**src/rtl/apb_slave_pkg.sv**
```systemverilog
// Shared types and constants for the APB register slave: FSM state encoding,
// error read-back pattern and the bus-word size helper.
package apb_slave_pkg;

    typedef enum logic [1:0] {
        ST_IDLE   = 2'd0,
        ST_WAIT   = 2'd1,
        ST_ACCESS = 2'd2,
        ST_ERROR  = 2'd3
    } apb_slv_state_t;

    localparam logic [15:0] ERR_PATTERN = 16'hBAD1;

    // Only PADDR[11:0] takes part in decode.
    localparam int unsigned DEC_ADDR_W = 12;

    function automatic int unsigned BYTES_PER_WORD(input int unsigned data_width);
        return data_width / 8;
    endfunction

endpackage

```
**src/rtl/apb_reg_slave_if_if.sv**
```systemverilog
// APB3 bus bundle between bridge (master) and register slave; PSTRB exists only
// when APB_SLV_STRB_EN is defined.
interface apb_reg_slave_if_if #(
    parameter int unsigned DATA_WIDTH = 32
);
    logic [31:0]             PADDR;
    logic [DATA_WIDTH-1:0]   PWDATA;
`ifdef APB_SLV_STRB_EN
    logic [DATA_WIDTH/8-1:0] PSTRB;
`endif
    logic                    PSEL;
    logic                    PENABLE;
    logic                    PWRITE;
    logic [DATA_WIDTH-1:0]   PRDATA;
    logic                    PREADY;
    logic                    PSLVERR;

`ifdef APB_SLV_STRB_EN
    modport master (
        output PADDR, PWDATA, PSTRB, PSEL, PENABLE, PWRITE,
        input  PRDATA, PREADY, PSLVERR
    );
    modport slave (
        input  PADDR, PWDATA, PSTRB, PSEL, PENABLE, PWRITE,
        output PRDATA, PREADY, PSLVERR
    );
`else
    modport master (
        output PADDR, PWDATA, PSEL, PENABLE, PWRITE,
        input  PRDATA, PREADY, PSLVERR
    );
    modport slave (
        input  PADDR, PWDATA, PSEL, PENABLE, PWRITE,
        output PRDATA, PREADY, PSLVERR
    );
`endif

endinterface

```
**src/rtl/apb_addr_decode.sv**
```systemverilog
// Combinational register decode of PADDR[11:0]: match, index, one-hot select,
// misalignment and read-only write violation. Zero latency, no backpressure.
module apb_addr_decode
    import apb_slave_pkg::*;
#(
    parameter int unsigned          DATA_WIDTH  = 32,
    parameter int unsigned          NUM_REGS    = 4,
    parameter logic [11:0]          ADDR_OFFSET = 12'h000,
    parameter logic [NUM_REGS-1:0]  RO_MASK     = '0,
    localparam int unsigned         IDX_W       = (NUM_REGS > 1) ? $clog2(NUM_REGS) : 1
) (
    input  logic [DEC_ADDR_W-1:0] paddr,
    input  logic                  pwrite,
    output logic                  match,
    output logic [IDX_W-1:0]      index,
    output logic [NUM_REGS-1:0]   sel,
    output logic                  misalign,
    output logic                  ro_violation
);

    localparam int unsigned WORD_BYTES = BYTES_PER_WORD(DATA_WIDTH);
    localparam int unsigned LSB_W      = $clog2(WORD_BYTES);

    logic [DEC_ADDR_W:0]   rel;
    logic [DEC_ADDR_W-1:0] word_idx;

    always_comb begin
        // rel[12] set means the address lies below register 0.
        rel      = {1'b0, paddr} - {1'b0, ADDR_OFFSET};
        word_idx = rel[DEC_ADDR_W-1:0] >> LSB_W;
        misalign = |paddr[LSB_W-1:0];
        match    = !rel[DEC_ADDR_W]
                   && (rel[LSB_W-1:0] == '0)
                   && (word_idx < DEC_ADDR_W'(NUM_REGS));
        sel      = '0;
        for (int i = 0; i < NUM_REGS; i++) begin
            sel[i] = match && (word_idx == DEC_ADDR_W'(i));
        end
        index        = word_idx[IDX_W-1:0];
        ro_violation = pwrite && |(sel & RO_MASK);
    end

endmodule

```
**src/rtl/apb_reg_slave_if.sv**
```systemverilog
// APB3 slave front-end for a peripheral register file; 2+WAIT_STATES cycles per valid
// transfer (errors 2), PREADY held low during waits. Byte strobes with APB_SLV_STRB_EN.
module apb_reg_slave_if
    import apb_slave_pkg::*;
#(
    parameter int unsigned          DATA_WIDTH  = 32,
    parameter int unsigned          NUM_REGS    = 4,
    parameter logic [11:0]          ADDR_OFFSET = 12'h000,
    parameter int unsigned          WAIT_STATES = 0,
    parameter logic [NUM_REGS-1:0]  RO_MASK     = '0,
    localparam int unsigned         IDX_W       = (NUM_REGS > 1) ? $clog2(NUM_REGS) : 1,
    localparam int unsigned         STRB_W      = DATA_WIDTH / 8
) (
    input  logic                                 clk,
    input  logic                                 n_rst,
    apb_reg_slave_if_if.slave                    apb,
    input  logic [NUM_REGS-1:0][DATA_WIDTH-1:0]  read_data,
    output logic [NUM_REGS-1:0]                  w_enable,
    output logic [NUM_REGS-1:0]                  r_enable,
    output logic [DATA_WIDTH-1:0]                w_data,
    output logic [STRB_W-1:0]                    w_strb
);

    localparam logic [3:0] WAIT_LOAD = (WAIT_STATES == 0) ? 4'd0 : 4'(WAIT_STATES - 1);

    apb_slv_state_t        state;
    apb_slv_state_t        state_nxt;
    logic [3:0]            wait_cnt;
    logic [IDX_W-1:0]      idx_q;
    logic [NUM_REGS-1:0]   sel_q;
    logic                  write_q;

    logic                  setup;
    logic                  dec_match;
    logic [IDX_W-1:0]      dec_index;
    logic [NUM_REGS-1:0]   dec_sel;
    logic                  dec_misalign;
    logic                  dec_ro;
    logic                  dec_err;
    logic                  unused_addr_hi;

    assign unused_addr_hi = ^apb.PADDR[31:DEC_ADDR_W];
    assign setup          = apb.PSEL && !apb.PENABLE;
    assign dec_err        = !dec_match || dec_misalign || dec_ro;

    apb_addr_decode #(
        .DATA_WIDTH  (DATA_WIDTH),
        .NUM_REGS    (NUM_REGS),
        .ADDR_OFFSET (ADDR_OFFSET),
        .RO_MASK     (RO_MASK)
    ) u_addr_decode (
        .paddr        (apb.PADDR[DEC_ADDR_W-1:0]),
        .pwrite       (apb.PWRITE),
        .match        (dec_match),
        .index        (dec_index),
        .sel          (dec_sel),
        .misalign     (dec_misalign),
        .ro_violation (dec_ro)
    );

    always_ff @(posedge clk or negedge n_rst) begin
        if (!n_rst) begin
            state <= ST_IDLE;
        end else begin
            state <= state_nxt;
        end
    end

    always_comb begin
        state_nxt = state;
        case (state)
            ST_IDLE: begin
                // PENABLE without a preceding setup never qualifies here.
                if (setup) begin
                    if (dec_err) begin
                        state_nxt = ST_ERROR;
                    end else if (WAIT_STATES == 0) begin
                        state_nxt = ST_ACCESS;
                    end else begin
                        state_nxt = ST_WAIT;
                    end
                end
            end
            ST_WAIT: begin
                if (!apb.PSEL) begin
                    state_nxt = ST_IDLE;
                end else if (wait_cnt == 4'd0) begin
                    state_nxt = ST_ACCESS;
                end
            end
            ST_ACCESS: state_nxt = ST_IDLE;
            ST_ERROR:  state_nxt = ST_IDLE;
            default:   state_nxt = ST_IDLE;
        endcase
    end

    always_ff @(posedge clk or negedge n_rst) begin
        if (!n_rst) begin
            wait_cnt <= 4'd0;
            idx_q    <= '0;
            sel_q    <= '0;
            write_q  <= 1'b0;
            w_data   <= '0;
        end else if (state == ST_IDLE && setup) begin
            wait_cnt <= WAIT_LOAD;
            idx_q    <= dec_index;
            sel_q    <= dec_sel;
            write_q  <= apb.PWRITE;
            w_data   <= apb.PWDATA;
        end else if (state == ST_WAIT && wait_cnt != 4'd0) begin
            wait_cnt <= wait_cnt - 4'd1;
        end
    end

`ifdef APB_SLV_STRB_EN
    // Strobes reset to all-ones so an unconfigured consumer sees full-word writes.
    always_ff @(posedge clk or negedge n_rst) begin
        if (!n_rst) begin
            w_strb <= '1;
        end else if (state == ST_IDLE && setup) begin
            w_strb <= apb.PSTRB;
        end
    end
`else
    assign w_strb = '1;
`endif

    always_comb begin
        apb.PRDATA  = '0;
        apb.PREADY  = 1'b0;
        apb.PSLVERR = 1'b0;
        w_enable    = '0;
        r_enable    = '0;
        case (state)
            ST_ACCESS: begin
                // A dropped PSEL here is an abort: no response, no strobe.
                if (apb.PSEL) begin
                    apb.PREADY = 1'b1;
                    if (write_q) begin
                        w_enable = sel_q;
                    end else begin
                        r_enable   = sel_q;
                        apb.PRDATA = read_data[idx_q];
                    end
                end
            end
            ST_ERROR: begin
                apb.PREADY  = 1'b1;
                apb.PSLVERR = 1'b1;
                apb.PRDATA  = {(DATA_WIDTH / 16){ERR_PATTERN}};
            end
            default: ;
        endcase
    end

endmodule

```
**src/flat_wrapper.sv**
```systemverilog
// flat-port wrapper written by rule: the top's interface ports become plain ports
module apb_reg_slave_if_flat import apb_slave_pkg::*;
#(
    parameter int unsigned          DATA_WIDTH  = 32,
    parameter int unsigned          NUM_REGS    = 4,
    parameter logic [11:0]          ADDR_OFFSET = 12'h000,
    parameter int unsigned          WAIT_STATES = 0,
    parameter logic [NUM_REGS-1:0]  RO_MASK     = '0,
    localparam int unsigned         IDX_W       = (NUM_REGS > 1) ? $clog2(NUM_REGS) : 1,
    localparam int unsigned         STRB_W      = DATA_WIDTH / 8
)
  (clk, n_rst, read_data, w_enable, r_enable, w_data, w_strb, apb_PADDR, apb_PWDATA, apb_PSEL, apb_PENABLE, apb_PWRITE, apb_PRDATA, apb_PREADY, apb_PSLVERR);
  apb_reg_slave_if_if #(.DATA_WIDTH(DATA_WIDTH)) apb_i ();
  input  logic clk;
  input  logic n_rst;
  input  logic [NUM_REGS-1:0][DATA_WIDTH-1:0] read_data;
  output logic [NUM_REGS-1:0] w_enable;
  output logic [NUM_REGS-1:0] r_enable;
  output logic [DATA_WIDTH-1:0] w_data;
  output logic [STRB_W-1:0] w_strb;
  input wire logic [$bits(apb_i.PADDR)-1:0] apb_PADDR;
  input wire logic [$bits(apb_i.PWDATA)-1:0] apb_PWDATA;
  input wire logic [$bits(apb_i.PSEL)-1:0] apb_PSEL;
  input wire logic [$bits(apb_i.PENABLE)-1:0] apb_PENABLE;
  input wire logic [$bits(apb_i.PWRITE)-1:0] apb_PWRITE;
  output wire logic [$bits(apb_i.PRDATA)-1:0] apb_PRDATA;
  output wire logic [$bits(apb_i.PREADY)-1:0] apb_PREADY;
  output wire logic [$bits(apb_i.PSLVERR)-1:0] apb_PSLVERR;
  assign apb_i.PADDR = apb_PADDR;
  assign apb_i.PWDATA = apb_PWDATA;
  assign apb_i.PSEL = apb_PSEL;
  assign apb_i.PENABLE = apb_PENABLE;
  assign apb_i.PWRITE = apb_PWRITE;
  assign apb_PRDATA = apb_i.PRDATA;
  assign apb_PREADY = apb_i.PREADY;
  assign apb_PSLVERR = apb_i.PSLVERR;
  apb_reg_slave_if #(.DATA_WIDTH(DATA_WIDTH), .NUM_REGS(NUM_REGS), .ADDR_OFFSET(ADDR_OFFSET), .WAIT_STATES(WAIT_STATES), .RO_MASK(RO_MASK)) u_core (.clk(clk), .n_rst(n_rst), .apb(apb_i), .read_data(read_data), .w_enable(w_enable), .r_enable(r_enable), .w_data(w_data), .w_strb(w_strb));
endmodule
```
**config.mk**
```make
export PLATFORM = sky130hd
export DESIGN_NAME = apb_reg_slave_if_flat
export DESIGN_NICKNAME = d
export VERILOG_FILES = /design/src/rtl/apb_slave_pkg.sv /design/src/rtl/apb_reg_slave_if_if.sv /design/src/rtl/apb_addr_decode.sv /design/src/rtl/apb_reg_slave_if.sv /design/src/flat_wrapper.sv
export SDC_FILE = /design/constraint.sdc
export NUM_CORES = 1
export LEC_CHECK = 0
export BUFFER_PORTS_ARGS = -buffer_cell sky130_fd_sc_hd__buf_2
export CORE_AREA = 2 2 106 108
export CTS_BUF_LIST = sky130_fd_sc_hd__clkbuf_4 sky130_fd_sc_hd__clkbuf_8 sky130_fd_sc_hd__clkbuf_16
export CTS_CLUSTER_DIAMETER = 100
export DETAILED_ROUTE_END_ITERATION = 8
export DIE_AREA = 0 0 108 110
export PLACE_DENSITY = 0.65
export SLEW_MARGIN = 20
export SYNTH_ARGS = -nofsm -noshare
export SYNTH_HDL_FRONTEND = slang
export SYNTH_SLANG_ARGS = --single-unit
```
**constraint.sdc**
```tcl
create_clock -name clk -period 3.3 [get_ports clk]
set_input_delay 0.33 -clock clk [delete_from_list [all_inputs] [get_ports clk]]
set_output_delay 0.33 -clock clk [all_outputs]
set_load 0.1 [all_outputs]
```
After elaboration in Yosys (flattened, before gate mapping)
Index checks and enable logic that the tools add are counted.
- register bits after elaboration: 45
- bits of input ports: 197
- reduce and logical (&&, ||, !) cells: 20
- order comparisons: 2
- eq/ne operators: 8
- add/subtract/negate cells: 1
- multiplexer cells: 21
- operators by type and width (cell ; number):
    2-to-1 mux 32 bit ; 3
    binary-select mux 32 bit (select 2 bit) ; 1
    one-hot mux 32 bit (2 select lines) ; 1
    2-to-1 mux 4 bit ; 8
    equality test 10 x 2 -> 1 bit (second input constant) ; 2
    logical NOT 12 bit ; 1
    equality test 10 x 1 -> 1 bit (second input constant) ; 1
    < comparator 10 x 3 -> 1 bit (second input constant) ; 1
    logical AND 1 bit ; 8
    2-to-1 mux 2 bit ; 3
    one-hot mux 2 bit (3 select lines) ; 1
    equality test 2 bit (second input constant) ; 2
    logical NOT 2 bit ; 2
    logical NOT 4 bit ; 1
    nonzero test 4 bit ; 1
    OR reduction 2 bit ; 2
    subtractor 4 x 1 -> 4 bit (second input constant) ; 1
    < comparator 2 x 3 -> 1 bit (second input constant) ; 1
    2-to-1 mux 1 bit ; 3
    inequality test 3 x 2 -> 1 bit (second input constant) ; 1
    equality test 2 x 1 -> 1 bit (second input constant) ; 1
    logical NOT 1 bit ; 2
    inequality test 2 x 1 -> 1 bit (second input constant) ; 1
    one-hot mux 1 bit (2 select lines) ; 1
    3 further kinds ; 3

Depth between registers and ports, before layout
- word-level depth: 7
- mapped depth: 6

Hierarchy
A second synthesis with hierarchy kept.
- cell total of the unflattened synthesis: 353
- area, all modules: 3205.6 um^2
- modules (own cells, without submodules) (module ; cells each ; sequential area each (um^2) ; area each (um^2) ; instances):
    apb_reg_slave_if ; 336 ; 1126.1 ; 3095.5 ; 1
    apb_addr_decode ; 17 ; 0.0 ; 110.1 ; 1

Worst setup path after synthesis
Ideal clock, no wire load.
- kind: flip-flop to output port
- from: register u_core.state[0]
- to: output apb_PRDATA[12]
- path buffers: 1
- arrival time: 3.319 ns
- stages on the path, launching flop included: 5
- setup slack: -0.349 ns
- data required time: 2.970 ns
- cells stage by stage: dfrtp_1 > nand3b_1 > or2b_4 > clkbuf_1 > o21ai_0
- word-level cells in the longest chain between the ends: 2
- elaborated cells on any way between the ends: 3
- classes of those cells: eq/ne: 2; mux: 1
- ends and longest elaborated chain (item ; RTL line ; text):
    start, declared ; apb_reg_slave_if.sv:26 ; apb_slv_state_t state;
    start signal, assigned ; apb_reg_slave_if.sv:65 ; state <= state_nxt;
    equality test 2 bit ; apb_reg_slave_if.sv:134 ; case (state)
    one-hot mux 32 bit (2 select lines) * ; apb_reg_slave_if.sv:134 ;
    end, declared ; flat_wrapper.sv:26 ; output wire logic [$bits(apb_i.PRDATA)-1:0] apb_PRDATA;
Mark *: on every way between the ends. The rest lies on a longest branch, timed or not.

Worst setup path after layout
- from: register u_core.idx_q[0]
- to: output apb_PRDATA[26]
- word-level cells in the longest chain between the ends: 5
- ends and longest elaborated chain (item ; RTL line ; text):
    start, declared ; apb_reg_slave_if.sv:29 ; logic [IDX_W-1:0] idx_q;
    start signal, assigned ; apb_reg_slave_if.sv:106 ; idx_q <= dec_index;
    binary-select mux 32 bit (select 2 bit) ; apb_reg_slave_if.sv:143 ; apb.PRDATA = read_data[idx_q];
    2-to-1 mux 32 bit (not written as such) ; apb_reg_slave_if.sv:143 ;
    2-to-1 mux 32 bit ; apb_reg_slave_if.sv:139 ; if (write_q) begin
    2-to-1 mux 32 bit ; apb_reg_slave_if.sv:137 ; if (apb.PSEL) begin
    one-hot mux 32 bit (2 select lines) ; apb_reg_slave_if.sv:134 ;
No other way between the ends. The select of a mux whose other input is x is not followed.

==> impl_metrics.ini <==
[floorplan]
num_rows = 38
die_w_um = 108
start_util_pct = 28.13
core_mm2 = 0.01070
ios = 275
dieArea_mm2 = 0.01188
die_h_um = 110

[cells_and_area]
area_delta_synth_final_pct = 47.03
drive_above_1_share_pct = 54.17
n_fill_cell = 1082
layout.core_utilization_pct = 41.36
final_common_cell = buf_2
mostFrequentLayoutCells = buf_2 (249), nand2_1 (106), dfrtp_1 (44)
fin_cells = 694
nNetsFinal = 750

[global_routing]
groute.usage.overall_pct = 15.59
grt_overflow_total = 0
grt_max_degree = 46
grt_pass1_wl_um = 14600
first_global_vias = 3042
antenna_found_initial = 1

[synth]
netlist-cell-type-count = 35
synth_seq_area_share_pct = 37.42
synth.area.top_cells = dfrtp_1 (37%), mux4_2 (24%), nand2_1 (13%)
synth_top_cell_by_area = dfrtp_1
syn_area_mm2 = 0.003009
synth_area_per_cell_um2 = 9.614
yosys_register_bits = 45
ys_warn_count = 0
netlist_instances = 313
synth_top_area_share_pct = 37.42

[setup_path]
arrival_ps = 2170
critPathLaunchType = flop
worstSetupPathType = reg2out
timing.rr.start = u_core.state[1]
setup.worst_path.start = u_core.idx_q[0]
worstPathMaxFanout = 24
end_kind = output port
worstPathRequired_ps = 2970

[timing]
relSlewSlack_pct = 62.34
skew_ps = 8.799
fin_crit_sh_pct = 75.90
finalCriticalPeriod_ps = 2505
setup_viol = 0
timing.setup.tns_ps = 0
clock.fmax_ghz = 0.3993
timing.final.ws_setup_ps = 795.4
finalHoldViolations = 0
rsz0062_at_grt = false
holdWs_ps = 20.39
tightestPinTransition_ps = 564.9
finalMaxSlewViolations = 0

[cts]
cts_buffers = 5
cts-hold-fix-buffers = 0
htree_levels = 2
path_clk_slew_ps = 90
post_cts_buffers = 0
cts_sinks = 45
root_buffer = clkbuf_8
clkLatencyLatePin_ps = 290
post_cts_resized = 0
clockBufferDepth = 2
cts_tree = done

[worst_hold_path]
min_path_type = in2async

[routing]
drtIter0Drc = 125
post-route-drc-count = 0
dr.pass1.iters = 4
drt-vias-per-instance = 4.611
ant_nets = 0
wl_um = 10120
vias = 3200
wl_per_cell_um = 14.58

[placed_design]
portBuffers = 250
placed_cells = 684
dp_slack_ps = 1102
finalWeightedCongestion = 0.8001
dpl.hpwl_um = 8244

[job]
maxCapViolCount = 0

[pwr]
p_per_area_mw_per_mm2 = 839.4
irDropWorstVdd_uv = 599.7
leakagePower_nw = 2.474

[run_status]
status = finished, final reports clean
[cells by family after synthesis]
family | count (synthesis) | synth area share (%)
and+or+nand+nor | 150 | 22.95
buffers and inverters | 51 | 8.441
DFF | 45 | 37.42
muxes | 33 | 24.28
AOI/OAI and AO/OA | 31 | 5.946
adders and majority gates | 2 | 0.8315
other | 1 | 0.1246
[per-stage QoR]
step | area (µm²) | power [mW]
final | 4424 | 3.714
after global placement | 4327 | 3.345
after CTS | 4417 | 3.752
after detailed placement | 4327 | 3.388
after global routing | 4422 | 3.914
after floorplan | 3020 | 2.950
[per-layer routing]
layer	vias to the layer above	GRT usage [%]	routed length, µm
li1	1527	-	-
met1	1514	19.19	4097
met2	151	27.63	5146
met3	8	3.233	785
met4	0	4.579	87
met5	-	0	0
[state kept, by name, summed over array words and instances, names as in the netlist]
signal,cells
u_core.idx_q,2
u_core.sel_q,4
u_core.state,2
u_core.w_data,32
u_core.wait_cnt,4
u_core.write_q,1
[layout make-up]
cell class                 count  area, µm²  share of cell area (%)
antenna                        2      5.005                  0.1131
clock buffer                   6      76.32                   1.725
clock inverter                 2      13.76                  0.3111
inverter                      26      97.59                   2.206
multi-input combinational    220       1640                   37.08
sequential                    45       1127                   25.48
tap                          140      175.2                   3.959
timing repair buffer         253       1289                   29.13
[where the power goes]
group	internal, mW	switching [mW]	leakage [nW]	total, mW
clock	0.160	0.194	0.0490	0.353
combinational	0.622	1.89	1.86	2.51
sequential	0.724	0.127	0.568	0.851
total	1.51	2.21	2.47	3.71
[synthesized netlist by cell type]
cell type	count
nand2b_1	1
clkbuf_1	5
a211oi_1	1
a22o_1	1
a21oi_1	3
mux2i_1	1
buf_2	8
or3b_2	1
or4b_4	1
nand2_1	106
o21a_1	1
inv_1	26
o21ai_0	21
o41ai_2	1
nor4b_4	1
ha_1	2
nor2_1	6
nor2b_1	15
buf_6	3
nand3_1	4
o22ai_1	3
conb_1	1
buf_1	1
nor3b_1	1
nor4b_1	1
or2b_4	1
mux4_2	32
nand3b_1	3
and2b_1	1
nor4_1	2
nor3_1	4
or3_1	1
buf_4	8
or4_1	1
dfrtp_1	45
[final timing paths]
| check | slack [ps] | depth (start not counted) | endpoint |
|---|---|---|---|
| max | 800 | 4 | apb_PRDATA[26] |
| min | 20 | 1 | u_core.w_data[9] |
| max reg2reg | 1570 | 4 | u_core.w_data[30] |
| min reg2reg | 470 | 2 | u_core.w_data[30] |
| max in group asynchronous | 2870 | 1 | u_core.idx_q[0] |
| min in group clk | 220 | 3 | u_core.w_data[16] |
[worst max-delay path, cell delays in order, from the launching register on]
cell and delay, ps:
dfrtp_2 580, buf_12 260, mux4_2 560, nor2b_1 150, buf_2 300
(Power assumes the default switching activity.)
